<file path="src/rtl/cdc_evt_arb.sv">
// Asynchronous edge-event collector: per-line synchroniser and edge detector, pending/overflow
// bookkeeping, and a round-robin arbiter driving one valid/ready port with a source id.

module cdc_sync_det #(
  parameter int STAGE = 2
) (
  input  logic clk_i,
  input  logic rst_n_i,
  input  logic dat_i,
  output logic dat_pre_o,
  output logic dat_o
);

  logic [STAGE-1:0] sync_r;

  // Shift register synchroniser; the last two taps feed the edge detector
  always_ff @(posedge clk_i or negedge rst_n_i) begin
    if (!rst_n_i) begin
      sync_r <= {STAGE{1'b0}};
    end else begin
      sync_r <= {sync_r[STAGE-2:0], dat_i};
    end
  end

  assign dat_pre_o = sync_r[STAGE-2];
  assign dat_o     = sync_r[STAGE-1];

endmodule

module cdc_evt_arb #(
  parameter int  NUM_REQ  = 4,
  parameter int  STAGE    = 2,
  parameter int  DET_MODE = 0,
  localparam int ID_W     = $clog2(NUM_REQ)
) (
  input  logic               clk_i,
  input  logic               rst_n_i,
  input  logic [NUM_REQ-1:0] async_req_i,
  input  logic [NUM_REQ-1:0] en_i,
  output logic               evt_valid_o,
  input  logic               evt_ready_i,
  output logic [ID_W-1:0]    evt_id_o,
  output logic [NUM_REQ-1:0] pend_o,
  output logic [NUM_REQ-1:0] ovf_o,
  input  logic               ovf_clr_i
);

  typedef enum logic {IDLE = 1'b0, OFFER = 1'b1} state_t;

  state_t             state_r, state_nxt_s;
  logic               evt_valid_r, valid_nxt_s;
  logic [ID_W-1:0]    evt_id_r, id_nxt_s;
  logic [ID_W-1:0]    ptr_r, ptr_nxt_s;
  logic [NUM_REQ-1:0] pend_r, pend_nxt_s;
  logic [NUM_REQ-1:0] ovf_r, ovf_nxt_s;
  logic [NUM_REQ-1:0] p_s, q_s, edge_s, set_s, clr_s;
  logic               hs_s, found_s;
  logic [ID_W-1:0]    cand_s;

  // Modular add so a non-power-of-2 NUM_REQ never yields an out-of-range id
  function automatic logic [ID_W-1:0] wrap_add(input logic [ID_W-1:0] base, input int unsigned off);
    logic [ID_W:0] sum;
    sum = {1'b0, base} + (ID_W+1)'(off);
    if (sum >= (ID_W+1)'(NUM_REQ)) begin
      sum = sum - (ID_W+1)'(NUM_REQ);
    end else begin
      sum = sum;
    end
    return sum[ID_W-1:0];
  endfunction

  for (genvar g = 0; g < NUM_REQ; g++) begin : g_sync
    cdc_sync_det #(.STAGE(STAGE)) u_sync (
      .clk_i     (clk_i),
      .rst_n_i   (rst_n_i),
      .dat_i     (async_req_i[g]),
      .dat_pre_o (p_s[g]),
      .dat_o     (q_s[g])
    );
  end

  // Edge selection
  always_comb begin
    case (DET_MODE)
      32'sd0:  edge_s = p_s & ~q_s;
      32'sd1:  edge_s = ~p_s & q_s;
      32'sd2:  edge_s = p_s ^ q_s;
      default: edge_s = p_s & ~q_s;
    endcase
  end

  // Pending/overflow update; a same-cycle new edge beats the handshake clear
  always_comb begin
    hs_s  = evt_valid_r & evt_ready_i;
    set_s = edge_s & en_i;
    clr_s = {NUM_REQ{1'b0}};
    for (int i = 0; i < NUM_REQ; i++) begin
      clr_s[i] = hs_s & (evt_id_r == ID_W'(i));
    end
    pend_nxt_s = (pend_r & ~clr_s) | set_s;
    ovf_nxt_s  = (ovf_clr_i ? {NUM_REQ{1'b0}} : ovf_r) | (set_s & pend_r & ~clr_s);
  end

  // Arbiter next state; IDLE searches upward from ptr with wrap
  always_comb begin
    state_nxt_s = state_r;
    valid_nxt_s = evt_valid_r;
    id_nxt_s    = evt_id_r;
    ptr_nxt_s   = ptr_r;
    found_s     = 1'b0;
    cand_s      = {ID_W{1'b0}};
    case (state_r)
      IDLE: begin
        for (int k = 0; k < NUM_REQ; k++) begin
          cand_s = wrap_add(ptr_r, k);
          if (!found_s && pend_r[cand_s]) begin
            found_s  = 1'b1;
            id_nxt_s = cand_s;
          end else begin
            found_s  = found_s;
          end
        end
        if (found_s) begin
          valid_nxt_s = 1'b1;
          state_nxt_s = OFFER;
        end else begin
          valid_nxt_s = 1'b0;
        end
      end
      OFFER: begin
        if (evt_ready_i) begin
          valid_nxt_s = 1'b0;
          ptr_nxt_s   = wrap_add(evt_id_r, 1);
          state_nxt_s = IDLE;
        end else begin
          valid_nxt_s = 1'b1;
        end
      end
      default: begin
        state_nxt_s = IDLE;
        valid_nxt_s = 1'b0;
      end
    endcase
  end

  // State and output registers
  always_ff @(posedge clk_i or negedge rst_n_i) begin
    if (!rst_n_i) begin
      state_r     <= IDLE;
      evt_valid_r <= 1'b0;
      evt_id_r    <= {ID_W{1'b0}};
      ptr_r       <= {ID_W{1'b0}};
      pend_r      <= {NUM_REQ{1'b0}};
      ovf_r       <= {NUM_REQ{1'b0}};
    end else begin
      state_r     <= state_nxt_s;
      evt_valid_r <= valid_nxt_s;
      evt_id_r    <= id_nxt_s;
      ptr_r       <= ptr_nxt_s;
      pend_r      <= pend_nxt_s;
      ovf_r       <= ovf_nxt_s;
    end
  end

  assign evt_valid_o = evt_valid_r;
  assign evt_id_o    = evt_id_r;
  assign pend_o      = pend_r;
  assign ovf_o       = ovf_r;

endmodule

</file>
<file path="config.mk">
export PLATFORM = sky130hd
export DESIGN_NAME = cdc_evt_arb
export DESIGN_NICKNAME = d
export VERILOG_FILES = /design/src/rtl/cdc_evt_arb.sv
export SDC_FILE = /design/constraint.sdc
export NUM_CORES = 1
export LEC_CHECK = 0
export CORE_UTILIZATION = 45
export CTS_BUF_LIST = sky130_fd_sc_hd__clkbuf_8 sky130_fd_sc_hd__clkbuf_16
export DETAILED_ROUTE_END_ITERATION = 7
export PLACE_DENSITY = 0.73
export SYNTH_ARGS = -nofsm -noshare
export SYNTH_HDL_FRONTEND = slang
export SYNTH_SLANG_ARGS = --single-unit
</file>
<file path="constraint.sdc">
create_clock -name clk_i -period 3.08 [get_ports clk_i]
set_input_delay 0.616 -clock clk_i [delete_from_list [all_inputs] [get_ports clk_i]]
set_output_delay 0.616 -clock clk_i [all_outputs]
set_load 0.005 [all_outputs]
</file>
==> out/summary.md, run 1 <==
The run finished with clean final reports. The family with the most delay on the worst path is buffers and inverters. The tools report the upper clock frequency limit as 0.526 GHz.

The via density per instance came out at 4.81. The buffering stage count on the worst path with inverters included works out to 1. At the pin with the least slew margin, the transition time is 907 ps.

The logs give 0 for the number of diodes and 0.519 nW for the leakage power total. The average instance in the mapped netlist occupies 11.2 µm². Combinational cells account for 33.4% of the total power. The insertion delay of the later-clocked pin in the worst-skew pair came out at 250 ps. The maximum clock insertion buffer count came out at 2. CTS placed an instance of sky130_fd_sc_hd__clkbuf_8 at the clock tree root. During synthesis, Yosys emitted a total of 0 warnings. The number of antenna violations at the first check in global routing was 0; the total via count in the routed design was 611. The power density of the placed cells is 792 nW/µm², and the clock-pin slew reported for the worst setup and hold paths after clock tree synthesis is 70 ps. The final layout contains routed wiring with a total length of 1550 µm. Setup slack on the critical path of the routed design comes to 1180 ps. The run gives 2690 µm as the global-route wire length before repair.

The library cell used most frequently in the layout, excluding fill and tap cells, is sky130_fd_sc_hd__clkdlybuf4s50_1. The data arrival time of the critical path was 1280 ps; the reported net switching power was 0.304 mW. The critical path is of the register to primary output type. The footprint of the multi-input gates is 302 µm². Synthesis produced a netlist with a net count of 93. In this run the cell area of the synthesized design comes to 862 µm². The via count of the first global-routing pass is 603, and the maximum cell stage delay along the critical path is 550 ps.

Synthesis produced a netlist whose cell count is 77. Clock tree synthesis inserted a total of 3 buffers. Entering global routing, the biggest net connects 22 pins. Setup repair after global routing left no endpoint under its margin. Max-cap violations in this run came to 0. Period utilization: 61.7%. Area of the die: 2090 µm².

The final max-slew violation count was 0; the pre-CTS worst setup slack was 1260 ps. In this run the worst path has a maximum fanout of 7. The initial utilization of the core area, before any placement, comes to 48.9%.

The detailed router finished its first iteration with 12 violations. The number of gates resized after CTS is 0, and the fraction of the yosys area taken by sequential cells is 61.0%. The final standard cell utilization of the core came out at 65.4%. In the global route stage, overall resource usage came out at 18.4%. Hold repair after CTS inserted 0 buffers. The chip width works out to 45.8 µm. For the finished layout, the period the worst path requires is 1900 ps. For the final hold violation count, the log shows 0. For the final setup skew, the log shows 1.35 ps. In the final routed layout, each cell accounts on average for 12.2 µm. Yosys mapped the design onto 21 distinct sky130hd cell types. The worst setup path is launched from a register. The total negative setup slack is 0 ps, and the switching part of the total power is 33.3%. Setup violations remaining at the end of the flow were counted as 0.

Row generation in the floorplan step produced 15 rows. After global routing the overflow that remains totals 0. TritonCTS built the clock tree.

The layout cell share with drive strength beyond 1 came out at 6.86%. The relative slew slack came out at 39.4%. STA puts the critical path data required time at 2460 ps.

The library cells used most frequently in the layout, excluding fill and tap cells, are sky130_fd_sc_hd__clkdlybuf4s50_1 (22), sky130_fd_sc_hd__dfrtp_1 (21), sky130_fd_sc_hd__nand2_1 (15). Across the VDD grid, the largest voltage drop is 0.409 mV. In the routed design, unresolved DRC markers number 0.

The clock drives 21 sinks. For the HPWL after detailed placement, the log shows 1130 µm. The number of detailed-routing iterations run before antenna repair is 4. The signal on the critical path passes through clkdlybuf4s50_1. Buffers added to address setup during post-CTS repair amount to 0. I/O pin count: 23.

The area growth from synthesis to layout is 33.8%. Registers are responsible for 47.8% of the overall power. Input and output buffers added on the ports amount to 22. The kind of end point of the critical path was a primary output. The share of total power dissipated in the clock network is 18.8%.

The internal power of the cells totals 0.610 mW. The layout has 166 filler cells. The slowest stage of the critical path belongs to the cell sky130_fd_sc_hd__clkdlybuf4s50_1. The min-delay analysis places its worst path in the category register to register.

The net count of the finished layout is 119. The height of the die came out at 45.8 µm. The synthesis-stage register bit count was 21. The congestion estimate from routability-driven global placement came to 0.835. The count of nets left with antenna violations once routing finished came out at 0. The logs give 1 for the number of H-tree levels and 526 µm² for the area of all sequential standard cells. The area of the core is 1760 µm².
-- metrics by stage --
step	hold WS [ps]	cell area (µm²)	instances	power (mW)
6_report	386	1150	127	0.914
5_1_grt	395	1150	127	0.989
4_1_cts	389	1150	127	0.920
3_5_place_dp	364	1110	123	0.750
3_3_place_gp	364	1110	123	0.737
2_1_floorplan	320	862	77	0.586
-- flip-flops by register name, indices dropped and copies added (netlist names) --
| register | cells |
|---|---|
| evt_id_o | 2 |
| evt_valid_o | 1 |
| g_sync.u_sync.sync_r | 8 |
| ovf_o | 4 |
| pend_o | 4 |
| ptr_r | 2 |
-- cell usage after synthesis, drive strengths merged --
cell | instances | share of area (%)
a21o | 1 | 0.87
a21oi | 5 | 2.9
a221oi | 1 | 1.0
and2 | 1 | 0.73
buf | 1 | 0.58
dfrtp | 21 | 61
ha | 4 | 5.8
inv | 8 | 3.5
mux2 | 1 | 1.3
mux2i | 1 | 1.2
nand2 | 15 | 6.5
nand2b | 1 | 0.73
nand3b | 4 | 3.5
nor2 | 2 | 0.87
nor4 | 1 | 1.5
o21ai | 2 | 1.2
o22ai | 5 | 3.6
o31ai | 1 | 1.5
or2 | 1 | 1.0
or2b | 1 | 0.87
-- layout make-up --
cell class	count	area share (%)
clock buffers	3	3.58
clock inverters	1	0.325
inverters	8	2.60
multi-input cells	47	26.1
flip-flops and latches	21	45.6
well taps	25	2.71
repair buffers	22	19.1
-- cells by family after synthesis --
logic type	synth area share [%]
simple gates	15.7
flops	61.0
compound gates	11.0
buf+inv	4.06
fa+ha+maj	5.81
mux	2.47
-- worst register-to-register path, delay by kind of cell, from the launching register on --
kind | cells | cell delay (ps)
AO/OA/AOI/OAI | 1 | 90
flip-flops | 1 | 450
AND/OR/NAND/NOR | 3 | 610
-- final timing paths --
check	startpoint	end	slack, ps	depth (start not counted)
setup / recovery	pend_o[2]$_DFF_PN0_	pend_o[2]	1180	1
hold / removal	g_sync[1].u_sync.sync_r[0]$_DFF_PN0_	g_sync[1].u_sync.sync_r[1]$_DFF_PN0_	390	0
hold reg to reg	g_sync[1].u_sync.sync_r[0]$_DFF_PN0_	g_sync[1].u_sync.sync_r[1]$_DFF_PN0_	390	0
max in group asynchronous	rst_n_i	ovf_o[0]$_DFF_PN0_	1660	1
min in group asynchronous	rst_n_i	ovf_o[3]$_DFF_PN0_	870	1
setup reg to reg	pend_o[1]$_DFF_PN0_	evt_id_o[1]$_DFFE_PN0P_	1840	4
-- routing by layer --
layer | share of wire [%] | routed length [µm] | GRT usage, % | vias up
met3 | 4.1 | 63 | 3.57 | 2
met1 | 46 | 711 | 23.7 | 287
met4 | 0.71 | 11 | 5.29 | 0
met5 | 0 | 0 | 0 | -
li1 | - | - | - | 304
met2 | 49 | 759 | 31.4 | 18
-- power groups by stage --
stage / Combinational, mW / Clock [mW] / Sequential (mW)
2_1_floorplan: 0.161 / 0 / 0.425
3_3_place_gp: 0.301 / 0 / 0.436
3_5_place_dp: 0.308 / 0 / 0.441
4_1_cts: 0.308 / 0.175 / 0.436
5_1_grt: 0.348 / 0.190 / 0.451
6_report: 0.305 / 0.172 / 0.437
No activity file was read; power rests on OpenSTA's default activity.
==> run 2: changes to the inputs <==
Clock period 3.08 ns to 1.9 ns, I/O delays scaled along.
==> run 2 against run 1 <==
Combinational power increased by 63%. Sequential power increased by 61%. Power increased by 62%. Final area increased by 0.65%. Worst setup slack got worse by 950 ps. Critical endpoint unchanged.
==> out/summary.md, run 2 (synthesis gave the netlist of run 1 again) <==
The run finished with clean final reports. The critical path goes through clkdlybuf4s50_1. The initial standard-cell utilization of the core is 48.9% (unchanged). The library cell used most frequently in the layout, excluding fill and tap cells, is sky130_fd_sc_hd__clkdlybuf4s50_1. The max-cap check violation count is 0 (unchanged).

Source of the worst register-to-register timing path: pend_o[1]$_DFF_PN0_. Buffering stage count on the worst path with inverters included: 1 (unchanged). The number of H-tree levels was 1 (unchanged); the total clock buffers created by CTS was 3 (unchanged). The area of the core was 1760 µm² (unchanged).

The kind of critical path is register to primary output. The maximum cell stage delay along the critical path is 550 ps (about the same), and the maximum clock insertion buffer count is 2 (unchanged). The final max-slew violation count was 0 (unchanged); the relative slew slack was 78.9% (+40 points). The logs give 0 (unchanged) for the number of diodes and 120 (+0.84%) for the number of nets at the end of the flow.

The data arrival time of the critical path came out at 1290 ps (about the same). Power density of the placed cells: 1270 nW/µm² (+61%). The family with the most delay on the worst path was buffers and inverters. Routability congestion estimate from global placement: 0.814 (-2.5%). Based on the critical path, the design can be clocked at up to 0.600 GHz. The clock-pin slew reported for the worst setup and hold paths after clock tree synthesis is 80 ps (about the same), and the final hold violation count is 0 (unchanged). The class of the tightest hold or removal check was register to register. Layout cell share with drive strength beyond 1: 7.77% (+0.90 points).

The period utilization came out at 87.7%. The clock sink total was 21 (unchanged); the I/O pin count was 23 (unchanged). The tools report the total via count in the routed design as 625 (+2.3%). The kind of end point of the critical path was a primary output. The total wirelength of the detailed-routed design was 1470 µm (-4.6%). Number of detailed-routing iterations run before antenna repair: 4 (unchanged). The cell depth of the worst hold path is 0 (unchanged), and the largest vdd supply drop is 0.604 mV (+48%). The number of design rule violations left after detail routing is 0 (unchanged).

The largest individual stage delay along the critical path comes from the cell sky130_fd_sc_hd__clkdlybuf4s50_1. The layout filler cell count came out at 158 (-4.8%). Number of flip-flops under the largest register name: 8 (unchanged).

Setup repair after global routing left no endpoint under its margin. Count of hold buffers inserted by post-cts repair: 0 (unchanged). The tools report the number of post-CTS setup repair buffers as 0 (unchanged). Final design area excluding fillers: 1160 µm² (+0.65%). The area growth from synthesis to layout is 34.7%.

The largest fanout on the critical path works out to 7 (unchanged). In the layout the commonest cells are sky130_fd_sc_hd__clkdlybuf4s50_1 (22), sky130_fd_sc_hd__dfrtp_1 (21), sky130_fd_sc_hd__nand2_1 (15). The capture instance of the worst register-to-register path is evt_id_o[0]$_DFFE_PN0P_. The worst hold path begins at g_sync[1].u_sync.sync_r[0]$_DFF_PN0_. The tools report the post-detailed-placement cell area as 1120 µm² (+0.68%). The actual transition at the worst max-transition pin is 316 ps (-591 ps). The clock root buffer was sky130_fd_sc_hd__clkbuf_8. The via density per instance works out to 4.88 (+1.5%). The run gives 0 ps (unchanged) as the total negative setup slack. The final number of setup-violating endpoints is 0 (unchanged). The final period demand of the worst path was 1670 ps.

The overall track demand over capacity in global routing came out at 17.4% (-0.99 points). The launching element type of the critical path was a register. The area of the die was 2090 µm² (unchanged). The worst reg2reg path depth works out to 4 (unchanged). The global-route wire length before repair came out at 2540 µm (-5.6%). The run gives 0 (unchanged) as the residual antenna-violating net count after detailed routing. The logs give 1080 µm (-4.1%) for the HPWL after detailed placement and 607 (+0.66%) for the via count of the first global-routing pass. TritonCTS built the clock tree. The insertion delay of the later-clocked pin in the worst-skew pair is 250 ps (about the same). The quantity of I/O buffers inserted on ports came out at 22 (unchanged). The final setup skew came out at 4.37 ps (+3.02 ps). The path with the worst hold slack has its endpoint at g_sync[1].u_sync.sync_r[1]$_DFF_PN0_.

Number of rows created at floorplan: 15 (unchanged). The tools report the number of antenna violations at the first check in global routing as 0 (unchanged). The pin count of the biggest net entering global routing is 22 (unchanged), and the number of gates resized after CTS is 0 (unchanged). The height of the die works out to 45.8 µm (unchanged).

The leakage power total is 0.524 nW (+0.93%). The chip width came out at 45.8 µm (unchanged). Aggregate global routing overflow: 0 (unchanged). For the setup slack on the worst flop-to-flop path, the log shows 700 ps (-1140 ps). The routed length per placed instance is 11.5 µm (-5.3%).

The tools report the initial DRC count as 9 (-3). The required time at the endpoint of the critical path is 1520 ps (-940 ps). The register with the most flip-flops in the final layout is g_sync.u_sync.sync_r.
==> run 2: cell types whose count changed in the layout (fill, tap and decap cells not counted) <==
cell                    delta
sky130_fd_sc_hd__buf_4     +1
==> run 2: power by group <==
| part | internal [mW] | switching (mW) | total [mW] |
|---|---|---|---|
| Sequential | 0.555 | 0.148 | 0.703 |
| Combinational | 0.292 | 0.204 | 0.496 |
| Clock | 0.144 | 0.138 | 0.281 |
==> run 2: layer usage <==
layer  routed length, µm  vias up  GRT usage [%]
li1                    -      307              -
met3                  57        2           2.38
met4                  12        0           10.6
met5                   0        -              0
met1                 705      298           24.0
met2                 699       18           26.0
==> run 2: area by class of cell <==
class                   count  area, µm²  area share (%)
repair buffers             23        228            19.6
inverters                   8       30.0            2.59
well taps                  25       31.3            2.69
multi-input cells          47        302            26.0
clock buffers               3       41.3            3.56
clock inverters             1       3.75           0.323
flip-flops and latches     21        526            45.3
==> run 2: how the worst max path moves through the flow <==
| stage | slack, ps | startpoint | depth (start not counted) | end |
|---|---|---|---|---|
| after floorplan | 770 | evt_id_o[0]$_DFFE_PN0P_ | 3 | ptr_r[1]$_DFFE_PN0P_ |
| after global placement | 330 | evt_ready_i | 3 | ptr_r[1]$_DFFE_PN0P_ |
| after detailed placement | 310 | evt_ready_i | 3 | ptr_r[1]$_DFFE_PN0P_ |
| after CTS | 230 | pend_o[2]$_DFF_PN0_ | 1 | pend_o[2] |
| after global routing | 180 | pend_o[2]$_DFF_PN0_ | 1 | pend_o[2] |
| final | 230 | pend_o[2]$_DFF_PN0_ | 1 | pend_o[2] |
==> run 2: stage by stage <==
| stage | worst slack, ps | hold slack [ps] | instances | power, mW | utilization, % |
|---|---|---|---|---|---|
| after global routing | 182 | 393 | 128 | 1.60 | 65.8 |
| after detailed placement | 311 | 367 | 124 | 1.21 | 63.3 |
| after CTS | 235 | 389 | 128 | 1.50 | 65.8 |
| after global placement | 335 | 365 | 124 | 1.19 | 63.3 |
| after floorplan | 770 | 84.4 | 77 | 0.950 | - |
| final | 234 | 385 | 128 | 1.48 | 65.8 |
==> run 3: changes to the inputs <==
Settings changed: ABC_CLOCK_PERIOD_IN_PS set to 1900, CORE_MARGIN set to 2.
==> run 3 against run 2 <==
Combinational power barely moved. Sequential share of layout area did not move. Clock skew fell by 2.4 ps. Non-clock buffer count stayed put. Fmax increased by 0.59%. Sequential power hardly changed. First-iteration DRC count fell by 33%. Routed wire length up 1.3%. Clock-buffer cell count did not move. Final area is the same. Clock power fell by 2%. Largest power group unchanged.
==> out/summary.md, run 3 (synthesis gave the netlist of run 1 again) <==
Layout cell share with drive strength beyond 1: 7.77% (unchanged). The initial DRC count was 6 (-3); the final number of setup-violating endpoints was 0 (unchanged). Clock root buffer: sky130_fd_sc_hd__clkbuf_8.

For the insertion delay of the later-clocked pin in the worst-skew pair, the log shows 250 ps (about the same). Family with the most delay on the worst path: buffers and inverters. The power share of the sequential group is 47.6% (about the same). The period utilization was 87.2% (-0.51 points); the buffering stage count on the worst path with inverters included was 1 (unchanged).

The number of antenna violations at the first check in global routing was 0 (unchanged). The kind of end point of the critical path is a primary output. The critical path goes through clkdlybuf4s50_1. Routed signal wires occupy layers up through met4. The number of cells in the finished layout apart from fillers was 128 (unchanged).

Kind of critical path: register to primary output. The launching element type of the critical path was a register. The quantity of I/O buffers inserted on ports was 22 (unchanged); the number of detailed-routing iterations run before antenna repair was 2 (-2). The max-cap check violation count is 0 (unchanged), and the layout filler cell count is 164 (+3.8%). The part of the total power dissipated in combinational logic came out at 33.6% (about the same).

The required time at the endpoint of the critical path is 1520 ps (about the same), and the count of hold buffers inserted by post-cts repair is 0 (unchanged). The largest fanout on the critical path was 7 (unchanged). For the post-detailed-placement cell area, the log shows 1120 µm² (unchanged). The final standard cell utilization of the core is 65.8% (unchanged).

The smallest hold slack is 379 ps (-6.00 ps), and the number of design rule violations left after detail routing is 0 (unchanged). The cell count after placement came out at 124 (unchanged). The residual antenna-violating net count after detailed routing was 0 (unchanged); the via count of the first global-routing pass was 566 (-6.8%). For the number of rows created at floorplan, the log shows 15 (unchanged).

The final max-slew violation count is 0 (unchanged). For the maximum clock insertion buffer count, the log shows 2 (unchanged). The number of gates resized after CTS was 0 (unchanged); the upper clock frequency limit was 0.604 GHz (+0.59%).

Setup repair after global routing left no endpoint under its margin. The aggregate global routing overflow is 0 (unchanged). The global-route wire length before repair is 2440 µm (-3.8%). The overall power consumption was 1.47 mW (-0.39%); the largest vdd supply drop was 0.733 mV (+21%).

The via density per instance works out to 4.77 (-2.2%). TritonCTS built the clock tree. The logs give 22 (unchanged) for the pin count of the biggest net entering global routing and 120 (unchanged) for the number of nets at the end of the flow.

The final period demand of the worst path was 1660 ps (-9.69 ps); the final hold violation count was 0 (unchanged). The power density of the placed cells came out at 1270 nW/µm² (-0.39%). The height of the die works out to 47.8 µm (+4.4%). The area added between synthesis and finish was 34.7% (unchanged); the number of diodes was 0 (unchanged). The flow ran to the end, and the final reports show no timing, DRC or antenna violations. The routed length per placed instance is 11.7 µm (+1.3%). The library cells used most frequently in the layout, excluding fill and tap cells, are sky130_fd_sc_hd__clkdlybuf4s50_1 (22), sky130_fd_sc_hd__dfrtp_1 (21), sky130_fd_sc_hd__nand2_1 (15). The run gives 0.990 mW (about the same) as the internal cell power.

The tools report the final critical-path setup slack as 244 ps (+9.69 ps). The initial standard-cell utilization of the core was 48.9% (unchanged); the relative contribution of the clock network to total power was 18.7% (-0.3 points). The final setup skew is 1.94 ps (-2.43 ps). The pre-CTS worst setup slack came out at 306 ps (-5.12 ps). The clock-pin slew reported for the worst setup and hold paths after clock tree synthesis is 70 ps (about the same). The tools report the clock sink total as 21 (unchanged). Maximum cell stage delay along the critical path: 550 ps (about the same). The number of H-tree levels is 1 (unchanged).

Chip width: 47.8 µm (+4.4%). The detailed-routing wirelength on met1 was 726 µm (+3.0%); the number of post-CTS setup repair buffers was 0 (unchanged). The library cell used most frequently in the layout, excluding fill and tap cells, is sky130_fd_sc_hd__clkdlybuf4s50_1. The run gives 0.524 nW (unchanged) as the leakage power total.

The area of the die is 2280 µm² (+8.9%), and the actual transition at the worst max-transition pin is 316 ps (+0.334 ps). The tools report the data arrival time of the critical path as 1280 ps (about the same). The relative slew slack is 78.9% (about the same), and the area of the core is 1760 µm² (unchanged). The number of flip-flops under the largest register name works out to 8 (unchanged). The switching part of the total power came out at 32.8% (-0.21 points). On the critical path, the stage with the largest delay is an instance of sky130_fd_sc_hd__clkdlybuf4s50_1. For the reported net switching power, the log shows 0.484 mW (-1.0%).

The total clock buffers created by CTS is 3 (unchanged). For the total via count in the routed design, the log shows 611 (-2.2%). Met3 layer wire length in the routed design: 72 µm (+26%).

The overall track demand over capacity in global routing was 15.9% (-1.5 points); the HPWL after detailed placement was 1130 µm (+4.7%). The worst hold path belongs to the class register to register. The largest register by flop count was g_sync.u_sync.sync_r. For the detailed route wirelength on metal2, the log shows 687 µm (-1.7%). The routability congestion estimate from global placement was 0.775 (-4.8%); the I/O pin count was 23 (unchanged).

The total negative setup slack was 0 ps (unchanged); the total wirelength of the detailed-routed design was 1490 µm (+1.3%). The final design area excluding fillers is 1160 µm² (unchanged).
==> run 3: cell counts in the layout (fill, tap and decap cells not counted) <==
No cell type changed its count.
==> run 3: area by class of cell <==
cell class | count | area, µm² | area share, %
inverters | 8 | 30.0 | 2.59
clock inverters | 1 | 3.75 | 0.323
flip-flops and latches | 21 | 526 | 45.3
clock buffers | 3 | 41.3 | 3.56
well taps | 25 | 31.3 | 2.69
multi-input cells | 47 | 302 | 26.0
repair buffers | 23 | 228 | 19.6
==> run 3: path summary, 6_finish.rpt <==
check	from	endpoint	slack [ps]	depth (start not counted)
worst max-delay path	pend_o[2]$_DFF_PN0_	pend_o[2]	240	1
worst min-delay path	g_sync[1].u_sync.sync_r[0]$_DFF_PN0_	g_sync[1].u_sync.sync_r[1]$_DFF_PN0_	380	0
worst max register to register	pend_o[1]$_DFF_PN0_	evt_id_o[0]$_DFFE_PN0P_	690	4
worst min register to register	g_sync[1].u_sync.sync_r[0]$_DFF_PN0_	g_sync[1].u_sync.sync_r[1]$_DFF_PN0_	380	0
max in group asynchronous	rst_n_i	g_sync[0].u_sync.sync_r[1]$_DFF_PN0_	1210	2
min in group asynchronous	rst_n_i	evt_valid_o$_DFF_PN0_	470	2
==> run 3: layer usage <==
| layer | vias to the layer above | global-route usage (%) |
|---|---|---|
| met5 | - | 0 |
| met4 | 0 | 6.49 |
| li1 | 307 | - |
| met1 | 285 | 22.5 |
| met3 | 2 | 3.77 |
| met2 | 17 | 23.5 |
==> run 3: power by group through the flow <==
stage | clock network, mW | logic (mW) | registers, mW
floorplan | 0 | 0.261 | 0.689
global placement | 0 | 0.489 | 0.705
detailed placement | 0 | 0.500 | 0.713
CTS | 0.287 | 0.502 | 0.704
global route | 0.306 | 0.573 | 0.727
finish | 0.276 | 0.496 | 0.703
